`config.mk`:
```
export PLATFORM = sky130hd
export DESIGN_NAME = inspection_report_tx_flat
export DESIGN_NICKNAME = d
export VERILOG_FILES = /design/src/rtl/mission_pkg.sv /design/src/rtl/inspection_report_tx_if.sv /design/src/rtl/inspection_report_tx_uart.sv /design/src/rtl/inspection_report_tx.sv /design/src/flat_wrapper.sv
export SDC_FILE = /design/constraint.sdc
export NUM_CORES = 1
export LEC_CHECK = 0
export ABC_AREA = 1
export CAP_MARGIN = 40
export CORE_UTILIZATION = 58
export DETAILED_ROUTE_END_ITERATION = 16
export GPL_TIMING_DRIVEN = 0
export HOLD_SLACK_MARGIN = 0.06
export PLACE_DENSITY = 0.79
export SLEW_MARGIN = 20
export SYNTH_ARGS = -nofsm -noshare
export SYNTH_HDL_FRONTEND = slang
export SYNTH_SLANG_ARGS = --single-unit
export TNS_END_PERCENT = 30
```
`constraint.sdc`:
```
create_clock -name clk -period 1.9 [get_ports clk]
set_input_delay 0.19 -clock clk [delete_from_list [all_inputs] [get_ports clk]]
set_output_delay 0.19 -clock clk [all_outputs]
set_load 0.05 [all_outputs]
```
`src/rtl/mission_pkg.sv`:
```
// Shared mission types and report framing constants used by the inspection report transmitter.
// Also holds the small framing helpers (parity, report checksum) used by the UART and top levels.
package mission_pkg;

    typedef enum logic [2:0] {
        IDLE     = 3'd0,
        NAVIGATE = 3'd1,
        INSPECT  = 3'd2,
        TRANSMIT = 3'd3,
        COMPLETE = 3'd4
    } state_t;

    typedef logic [1:0] health_t;

    localparam logic [7:0] PKT_HEADER = 8'hA5;
    localparam int         PKT_LEN    = 4;

    typedef enum logic [1:0] {
        TX_IDLE = 2'd0,
        TX_LOAD = 2'd1,
        TX_SEND = 2'd2,
        TX_DONE = 2'd3
    } tx_state_t;

    typedef enum logic [2:0] {
        U_IDLE   = 3'd0,
        U_START  = 3'd1,
        U_DATA   = 3'd2,
        U_PARITY = 3'd3,
        U_STOP   = 3'd4
    } uart_phase_t;

    function automatic logic even_parity(input logic [7:0] data);
        return ^data;
    endfunction

    function automatic logic [7:0] report_check(input logic [7:0] b0,
                                                input logic [7:0] b1,
                                                input logic [7:0] b2);
        return b0 ^ b1 ^ b2;
    endfunction

endpackage

```
`src/rtl/inspection_report_tx_if.sv`:
```
// Task-manager side bundle of the inspection report transmitter: FSM state and health in,
// UART line plus status out.
interface inspection_report_tx_if;
    import mission_pkg::*;

    logic [2:0] state_enc;
    health_t    health_status;
    logic       tx;
    logic       busy;
    logic       transmission_complete;
    logic [7:0] seq_num;

    modport master (
        output state_enc,
        output health_status,
        input  tx,
        input  busy,
        input  transmission_complete,
        input  seq_num
    );

    modport slave (
        input  state_enc,
        input  health_status,
        output tx,
        output busy,
        output transmission_complete,
        output seq_num
    );

endinterface

```
`src/rtl/inspection_report_tx_uart.sv`:
```
// Single-byte UART transmitter (8N1, LSB first; 8E1 when UART_PARITY_EN is defined).
// A start accepted on the last stop-bit cycle chains the next byte with no idle gap.
module uart_tx_byte
    import mission_pkg::*;
#(
    parameter int CLKS_PER_BIT = 434
) (
    input  logic       clk,
    input  logic       rst,
    input  logic       start,
    input  logic [7:0] data,
    output logic       tx,
    output logic       done,
    output logic       busy
);

    localparam int CW = (CLKS_PER_BIT > 1) ? $clog2(CLKS_PER_BIT) : 1;

    uart_phase_t   phase_r;
    uart_phase_t   phase_nxt_s;
    logic [CW-1:0] baud_r;
    logic [CW-1:0] baud_nxt_s;
    logic [2:0]    bit_r;
    logic [2:0]    bit_nxt_s;
    logic [7:0]    data_r;
    logic [7:0]    data_nxt_s;
    logic          tx_r;
    logic          tx_nxt_s;
    logic          baud_term_s;

    assign baud_term_s = (baud_r == CW'(CLKS_PER_BIT - 1));
    assign done        = (phase_r == U_STOP) && baud_term_s;
    assign busy        = (phase_r != U_IDLE);
    assign tx          = tx_r;

    // Next-state and next-line-level logic; tx is the registered copy of tx_nxt_s.
    always_comb begin
        phase_nxt_s = phase_r;
        baud_nxt_s  = baud_r;
        bit_nxt_s   = bit_r;
        data_nxt_s  = data_r;
        tx_nxt_s    = tx_r;
        if (start) begin
            phase_nxt_s = U_START;
            baud_nxt_s  = CW'(0);
            bit_nxt_s   = 3'd0;
            data_nxt_s  = data;
            tx_nxt_s    = 1'b0;
        end else if (phase_r == U_IDLE) begin
            tx_nxt_s = 1'b1;
        end else if (!baud_term_s) begin
            baud_nxt_s = baud_r + CW'(1);
        end else begin
            baud_nxt_s = CW'(0);
            case (phase_r)
                U_START: begin
                    phase_nxt_s = U_DATA;
                    tx_nxt_s    = data_r[0];
                end
                U_DATA: begin
                    if (bit_r == 3'd7) begin
`ifdef UART_PARITY_EN
                        phase_nxt_s = U_PARITY;
                        tx_nxt_s    = even_parity(data_r);
`else
                        phase_nxt_s = U_STOP;
                        tx_nxt_s    = 1'b1;
`endif
                    end else begin
                        bit_nxt_s = bit_r + 3'd1;
                        tx_nxt_s  = data_r[bit_r + 3'd1];
                    end
                end
`ifdef UART_PARITY_EN
                U_PARITY: begin
                    phase_nxt_s = U_STOP;
                    tx_nxt_s    = 1'b1;
                end
`endif
                U_STOP: begin
                    phase_nxt_s = U_IDLE;
                    tx_nxt_s    = 1'b1;
                end
                default: begin
                    phase_nxt_s = U_IDLE;
                    tx_nxt_s    = 1'b1;
                end
            endcase
        end
    end

    // Bit, baud and line registers; reset forces the line high immediately.
    always_ff @(posedge clk) begin
        if (rst) begin
            phase_r <= U_IDLE;
            baud_r  <= CW'(0);
            bit_r   <= 3'd0;
            data_r  <= 8'h00;
            tx_r    <= 1'b1;
        end else begin
            phase_r <= phase_nxt_s;
            baud_r  <= baud_nxt_s;
            bit_r   <= bit_nxt_s;
            data_r  <= data_nxt_s;
            tx_r    <= tx_nxt_s;
        end
    end

endmodule

```
`src/rtl/inspection_report_tx.sv`:
```
// Frames and sends a 4-byte inspection report on each entry to TRANSMIT, then pulses
// transmission_complete. Define UART_PARITY_EN for 8E1 framing (default 8N1).
module inspection_report_tx
    import mission_pkg::*;
#(
    parameter int         CLKS_PER_BIT = 434,
    parameter logic [7:0] HEADER       = PKT_HEADER
) (
    input  logic                 clk,
    input  logic                 rst,
    inspection_report_tx_if.slave bus
);

    tx_state_t  state_r;
    tx_state_t  state_nxt_s;
    logic       in_tx_s;
    logic       in_tx_prev_r;
    logic       trig_s;
    logic [1:0] idx_r;
    logic [1:0] idx_nxt_s;
    logic [1:0] byte_sel_s;
    logic       start_s;
    logic [7:0] uart_data_s;
    logic       uart_tx_s;
    logic       uart_done_s;
    logic       uart_busy_s;
    logic [7:0] pkt_seq_r;
    health_t    pkt_health_r;
    logic [7:0] seq_r;
    logic       busy_r;
    logic       complete_r;

    assign in_tx_s = (bus.state_enc == TRANSMIT);
    assign trig_s  = in_tx_s && !in_tx_prev_r;

    assign bus.tx                    = uart_tx_s;
    assign bus.busy                  = busy_r;
    assign bus.transmission_complete = complete_r;
    assign bus.seq_num               = seq_r;

    // Report byte selected for the UART by byte index.
    always_comb begin
        case (byte_sel_s)
            2'd0:    uart_data_s = HEADER;
            2'd1:    uart_data_s = pkt_seq_r;
            2'd2:    uart_data_s = {6'b000000, pkt_health_r};
            2'd3:    uart_data_s = report_check(HEADER, pkt_seq_r, {6'b000000, pkt_health_r});
            default: uart_data_s = HEADER;
        endcase
    end

    // Packet FSM: next state, byte index and UART start request.
    always_comb begin
        state_nxt_s = state_r;
        idx_nxt_s   = idx_r;
        byte_sel_s  = idx_r;
        start_s     = 1'b0;
        case (state_r)
            TX_IDLE: begin
                if (trig_s) begin
                    state_nxt_s = TX_LOAD;
                end else begin
                    state_nxt_s = TX_IDLE;
                end
            end
            TX_LOAD: begin
                idx_nxt_s   = 2'd0;
                byte_sel_s  = 2'd0;
                start_s     = 1'b1;
                state_nxt_s = TX_SEND;
            end
            TX_SEND: begin
                if (uart_done_s) begin
                    if (idx_r != 2'(PKT_LEN - 1)) begin
                        idx_nxt_s  = idx_r + 2'd1;
                        byte_sel_s = idx_r + 2'd1;
                        start_s    = 1'b1;
                    end else begin
                        state_nxt_s = TX_DONE;
                    end
                end else if (!uart_busy_s) begin
                    // UART idle while a byte should be in flight: abandon the packet.
                    state_nxt_s = TX_IDLE;
                end else begin
                    state_nxt_s = TX_SEND;
                end
            end
            TX_DONE: begin
                state_nxt_s = TX_IDLE;
            end
            default: begin
                state_nxt_s = TX_IDLE;
            end
        endcase
    end

    // Control registers: state, trigger history, packet capture, sequence and status outputs.
    always_ff @(posedge clk) begin
        if (rst) begin
            state_r      <= TX_IDLE;
            in_tx_prev_r <= 1'b0;
            idx_r        <= 2'd0;
            pkt_seq_r    <= 8'h00;
            pkt_health_r <= 2'b00;
            seq_r        <= 8'h00;
            busy_r       <= 1'b0;
            complete_r   <= 1'b0;
        end else begin
            state_r      <= state_nxt_s;
            in_tx_prev_r <= in_tx_s;
            idx_r        <= idx_nxt_s;
            if ((state_r == TX_IDLE) && trig_s) begin
                pkt_seq_r    <= seq_r;
                pkt_health_r <= bus.health_status;
            end else begin
                pkt_seq_r    <= pkt_seq_r;
                pkt_health_r <= pkt_health_r;
            end
            if (state_r == TX_DONE) begin
                seq_r <= seq_r + 8'd1;
            end else begin
                seq_r <= seq_r;
            end
            busy_r     <= (state_nxt_s != TX_IDLE);
            complete_r <= (state_nxt_s == TX_DONE);
        end
    end

    uart_tx_byte #(
        .CLKS_PER_BIT(CLKS_PER_BIT)
    ) u_uart (
        .clk   (clk),
        .rst   (rst),
        .start (start_s),
        .data  (uart_data_s),
        .tx    (uart_tx_s),
        .done  (uart_done_s),
        .busy  (uart_busy_s)
    );

endmodule

```
`src/flat_wrapper.sv`:
```
// flat-port wrapper written by rule: the top's interface ports become plain ports
module inspection_report_tx_flat import mission_pkg::*;
#(
    parameter int         CLKS_PER_BIT = 434,
    parameter logic [7:0] HEADER       = PKT_HEADER
)
  (clk, rst, bus_state_enc, bus_health_status, bus_tx, bus_busy, bus_transmission_complete, bus_seq_num);
  inspection_report_tx_if bus_i ();
  input  logic clk;
  input  logic rst;
  input wire logic [$bits(bus_i.state_enc)-1:0] bus_state_enc;
  input wire logic [$bits(bus_i.health_status)-1:0] bus_health_status;
  output wire logic [$bits(bus_i.tx)-1:0] bus_tx;
  output wire logic [$bits(bus_i.busy)-1:0] bus_busy;
  output wire logic [$bits(bus_i.transmission_complete)-1:0] bus_transmission_complete;
  output wire logic [$bits(bus_i.seq_num)-1:0] bus_seq_num;
  assign bus_i.state_enc = bus_state_enc;
  assign bus_i.health_status = bus_health_status;
  assign bus_tx = bus_i.tx;
  assign bus_busy = bus_i.busy;
  assign bus_transmission_complete = bus_i.transmission_complete;
  assign bus_seq_num = bus_i.seq_num;
  inspection_report_tx #(.CLKS_PER_BIT(CLKS_PER_BIT), .HEADER(HEADER)) u_core (.clk(clk), .rst(rst), .bus(bus_i));
endmodule
```
==> results.toml, run 1 <==
[critical_path]
crit_arrival_ps = 1540
reg2reg_depth = 10
rr_endpoint = "u_core.u_uart.data_r[5]"
worst_path_max_delay_cell = "clkdlybuf4s50_1"
crit_path_cell_trace = "clkdlybuf4s50_1"
required_ps = 1710
cp.buffers_inverters = 1
critPathKind = "reg -> out"
cp_top_family = "buffers and inverters"
slowest_delay_ps = 830
r2r_start = "u_core.state_r[1]"
reg2reg_slack_ps = 230
startpoint_type = "flip-flop"
crit_fanout = 5
end_kind = "primary output"

[detailed_routing]
wirelength_um = 4480
drt-initial-drc-count = 70
drtAntennaViolNets = 0
post_drt_wl_per_cell_um = 11.1
drc = 0
vias_per_cell = 5.12
first_pass_iters = 4
vias = 2060

[die]
core_um2 = 4000
num_rows = 23
dieWidth_um = 66.5
die_y_um = 66.5
io_pins = 18
start_util_pct = 60.2
die_area_um2 = 4420

[clock_tree]
numCtsBuffers = 5
postCtsSetupRepairBufs = 0
cts-root-buf = "clkbuf_8"
max-clock-path-buffers = 2
hold_buffers = 0
numClockSinks = 49
cts_resized = 0
cts_tree = "yes"
clkTransAtPathRegs_ps = 90
clock_latency_ps = 300
htree_levels = 2

[logic_synthesis]
async_reset_ff_share_pct = 0
synth_top_area_share_pct = 40.7
ys_types = 36
synth.cell_area_um2 = 2410
synth_area_leaders = "dfxtp_1 41%, nand2_1 8.7%, inv_1 7.3%"
syn_nets = 344
yosysTopAreaCell = "dfxtp_1"
synth_flop_cell = "dfxtp_1"
syn-instance-count = 327
synthTopCellsByCount = "56 x nand2_1, 49 x dfxtp_1, 47 x inv_1"
synth_edf_count = 0
avgSynthCellArea_um2 = 7.37
synth-seq-cells = 49
ys_seq_area_share_pct = 40.7
synth.most_common_cell = "nand2_1"
synth_warnings = 0

[sta]
slew_violations = 0
finClkSkew_ps = 3.63
fmax_ghz = 0.578
period_share_pct = 91.0
hold_viol_final = 0
worstMarginPinSlew_ps = 562
whs_ps = 421
rsz0062_at_grt = "false"
slew_headroom_pct = 62.5
finalSetupViolations = 0
setup_tns_ps = 0
min_period_ps = 1730

[pwr]
p_per_area_nw_per_um2 = 638
peakVddDrop_v = 0.000517
leakagePower_nw = 1.11

[global_routing]
antenna_found_initial = 0
grt_pass1_vias = 1830
grt_pass1_wl_um = 7770
grt_max_degree = 17
grt-ovfl-total = 0
grtUsageTotal_pct = 23.3

[placement]
io_buffers = 17
gp_congestion = 0.809
dp_hpwl_um = 3380

[finish]
drive_above_1_share_pct = 11.1
diodes = 0
fin_nets = 368
syn_to_final_growth_pct = 13.7

[min_path]
worstHoldStart = "bus_state_enc[1]"
hp-class = "in -> reg"
holdPathEnd = "u_core.in_tx_prev_r"
hold_path_depth = 3

[run_status]
status = "finished, final reports clean"

[job]
maxCapViolCount = 0
[worst reg2reg max path: cells and delay by family (launching register included)]
family / cells / cell delay (ps)
adder cells (fa/ha/maj): 1 / 420
AND/OR/NAND/NOR: 8 / 700
flip-flops: 1 / 400
buffers and inverters: 1 / 100
[layout by cell type, fill, tap and decap left out, types with 2 or more instances in the layout]
cell type,n
nor2_1,31
dfxtp_1,48
nand2_1,55
clkbuf_8,5
xnor2_1,2
inv_2,5
nor3_1,5
ha_1,9
nand4_1,2
nor2_2,3
a21oi_1,23
inv_1,47
nor2_4,2
clkbuf_1,5
nand2_4,2
xor2_1,4
o21ai_0,21
a31oi_1,2
o21ai_1,3
o22ai_1,2
nand2_2,9
nand3_1,28
clkinv_1,2
clkdlybuf4s50_1,17
buf_6,2
[worst max-delay path by stage]
stage | startpoint | to | slack [ps] | cells after the start
after floorplan | u_core.bus.seq_num[1] | u_core.bus.seq_num[6] | 260 | 7
after global placement | u_core.state_r[1] | u_core.u_uart.data_r[5] | 150 | 9
after detailed placement | u_core.state_r[0] | u_core.u_uart.data_r[2] | 120 | 9
after CTS | u_core.state_r[1] | u_core.u_uart.data_r[2] | 100 | 9
after global routing | u_core.u_uart.baud_r[1] | u_core.u_uart.data_r[5] | 20 | 14
final | u_core.bus.seq_num[1] | bus_seq_num[1] | 170 | 1
[cell type report]
type	count	area, µm²
multi-input combinational	217	1190
buffer	7	41.3
clock inverter	3	21.3
inverter	54	203
sequential	49	982
fill	348	1260
timing repair buffer	17	170
tap	50	62.6
clock buffer	5	68.8
[power by group]
group / switching, mW / internal (mW) / total, mW
logic: 0.0543 / 0.0307 / 0.0850
clock network: 0.355 / 0.261 / 0.616
registers: 0.00637 / 1.04 / 1.05
[state kept, by name (all words and copies together), names as in the netlist]
name / count
u_core.state_r: 2
u_core.bus.transmission_complete: 1
u_core.in_tx_prev_r: 1
u_core.pkt_seq_r: 8
u_core.bus.seq_num: 8
u_core.u_uart.baud_r: 9
u_core.pkt_health_r: 2
u_core.u_uart.data_r: 8
u_core.u_uart.phase_r: 3
u_core.bus.busy: 1
u_core.idx_r: 2
u_core.u_uart.bit_r: 3
u_core.u_uart.tx: 1
[cells by family after synthesis]
family          share of synthesized area, %
simple gates                            29.5
buf+inv                                 10.1
flops                                   40.7
fa+ha+maj                               5.19
compound gates                          12.3
xor+xnor                                2.18
[metrics by stage]
stage	utilization, %	power (mW)	setup WS (ps)	instance area (µm²)	instances
2_1_floorplan	-	1.12	256	2410	327
3_3_place_gp	66.1	1.15	148	2640	394
3_5_place_dp	66.1	1.15	118	2640	394
4_1_cts	68.3	1.77	103	2730	402
5_1_grt	68.5	1.83	16.8	2740	402
6_report	68.5	1.75	171	2740	402
[routing by layer]
metal	vias to the layer above	part of all wire [%]	global-route usage [%]
met1	915	47	28.5
met2	41	48	38.1
met4	0	1.9	10.1
met3	9	3.2	6.51
li1	1095	-	-
met5	-	0	0
Note: power is estimated with default switching activity, not from simulation.
==> run 2, diff against run 1 <==
--- a/config.mk
+++ b/config.mk
@@ -6,12 +6,12 @@
 export NUM_CORES = 1
 export LEC_CHECK = 0
 export ABC_AREA = 1
-export CAP_MARGIN = 40
-export CORE_UTILIZATION = 58
+export CAP_MARGIN = 25
+export CORE_UTILIZATION = 52
 export DETAILED_ROUTE_END_ITERATION = 16
 export GPL_TIMING_DRIVEN = 0
 export HOLD_SLACK_MARGIN = 0.06
-export PLACE_DENSITY = 0.79
+export PLACE_DENSITY = 0.75
 export SLEW_MARGIN = 20
 export SYNTH_ARGS = -nofsm -noshare
 export SYNTH_HDL_FRONTEND = slang
==> constraint.sdc (replaced) <==
create_clock -name clk -period 1.48 [get_ports clk]
set_input_delay 0.148 -clock clk [delete_from_list [all_inputs] [get_ports clk]]
set_output_delay 0.148 -clock clk [all_outputs]
set_load 0.05 [all_outputs]
==> results.toml, run 2 (synthesized netlist as in run 1, its figures left out) <==
[placement]
dp_hpwl_um = 3280
io_buffers = 17
place_worst_setup_slack_ps = -217
dp.cells = 396
gp_congestion = 0.812
dpl-instance-area_um2 = 2660

[sta]
hold_viol_final = 0
worstMarginPinSlew_ps = 623
fmax_ghz = 0.611
rsz0062_at_grt = "true"
slew_violations = 0
period_share_pct = 111
finalWorstSetupSlack_ps = -156
slew_headroom_pct = 58.5
finalSetupViolations = 26
finClkSkew_ps = 6.97
min_period_ps = 1640

[critical_path]
crit_fanout = 6
startpoint_type = "flip-flop"
end_kind = "flip-flop"
required_ps = 1700
reg2reg_slack_ps = -160
critPathKind = "reg -> reg"
crit_arrival_ps = 1850

[clock_tree]
numCtsBuffers = 5
cts-root-buf = "clkbuf_8"
max-clock-path-buffers = 2
hold_buffers = 0
clock_latency_ps = 310
htree_levels = 2
cts_tree = "yes"
clkTransAtPathRegs_ps = 90
numClockSinks = 49

[global_routing]
grtUsageTotal_pct = 22.4
grt_max_degree = 16
grt_pass1_wl_um = 8740
antenna_found_initial = 0
grt-ovfl-total = 0
grt_pass1_vias = 2079

[finish]
regMostFlops = "u_core.u_uart.baud_r"
fin_nets = 384
n_fill_cell = 373
syn_to_final_growth_pct = 28.5
largest_reg_flops = 9
drive_above_1_share_pct = 23.9
layout_commonest_cell = "nand2_1"
mostFrequentLayoutCells = "48 x nand2_1, 43 x inv_1, 41 x dfxtp_1, 30 x nor2_1, 25 x nand3_1"
final-instance-count-excl-fill = 420
finalInstanceArea_um2 = 3100
diodes = 0

[detailed_routing]
post_drt_wl_per_cell_um = 12.1
drtAntennaViolNets = 0
wirelength_um = 5070
vias_per_cell = 5.11
drt-initial-drc-count = 83
vias = 2145
first_pass_iters = 4
drc = 0

[die]
start_util_pct = 54.6
die_area_um2 = 4910
die_y_um = 70.1
dieWidth_um = 70.1
core_um2 = 4410
num_rows = 24
io_pins = 18

[run_status]
status = "finished with violations"
failed_checks = "setup timing"

[pwr]
fin_total_pwr_mw = 2.41
peakVddDrop_v = 0.000529
leakagePower_nw = 1.32
p_per_area_nw_per_um2 = 779

[job]
maxCapViolCount = 0

[min_path]
hp-class = "in -> reg"
-- run 2: cell count changes in the layout (fill, tap and decap cells not counted), moves of 7 or more --
cell / before / now
buf_4: 0 / 12
dfxtp_1: 48 / 41
clkdlybuf4s50_1: 17 / 6
nand2_1: 55 / 48
dlygate4sd2_1: 0 / 11
-- run 2: layout make-up --
class	instances	area (µm²)	area share (%)
plain buffers	7	41.3	1.33
well taps	52	65.1	2.10
multi-input cells	218	1370	44.2
repair buffers	32	298	9.62
flip-flops and latches	49	998	32.2
inverters	54	215	6.95
clock inverters	2	38.8	1.25
clock buffers	6	72.6	2.34
-- run 2: critical path: stages, from the launching register on --
cell and delay, ps:
dfxtp_2 340, inv_2 70, ha_4 130, nand2_2 50, inv_2 50, nand2_2 50, nor2_4 110, nand2_2 60
inv_2 60, nand4_1 80, nand2_2 130, buf_6 150, buf_4 120, nand3_2 50, nand2_1 60, inv_1 30
-- run 2: stage by stage --
stage	utilization [%]	hold WS, ps	setup TNS, ps
after floorplan	-	224	0
after global placement	60.3	435	-3410
after detailed placement	60.3	441	-4320
after CTS	67.7	377	-2420
after global routing	70.2	404	-5760
final	70.2	383	-2290
-- run 2: routing by layer --
metal  global-route usage, %  wire length (µm)  share of wire [%]  vias to the layer above
li1                        -                 -                  -                     1131
met1                    26.6              2230                 44                      973
met2                    39.4              2580                 51                       31
met3                    5.19               155                3.1                       10
met4                    7.56                97                1.9                        0
met5                       0                 0                  0                        -
-- run 2: timing repair --
| action | 4_1_cts | 5_1_grt |
|---|---|---|
| gates resized for setup | 45 | 18 |
| pin swaps | 15 | 8 |
| buffers inserted | 10 | 5 |
| gates cloned | 1 | 0 |
| setup endpoints to repair | 37 | 32 |
-- run 2: final timing paths --
check	start	to	depth (start not counted)
setup / recovery	u_core.u_uart.baud_r[1]	u_core.u_uart.data_r[1]	15
hold / removal	bus_state_enc[1]	u_core.in_tx_prev_r	3
setup reg to reg	u_core.u_uart.baud_r[1]	u_core.u_uart.data_r[1]	15
hold reg to reg	u_core.pkt_seq_r[6]	u_core.pkt_seq_r[6]	2
-- run 2: where the power goes --
part | switching [mW] | internal, mW | leakage, nW
Combinational | 0.0755 | 0.0474 | 0.866
Clock | 0.443 | 0.507 | 0.0554
Sequential | 0.00945 | 1.33 | 0.401
Total | 0.528 | 1.89 | 1.32
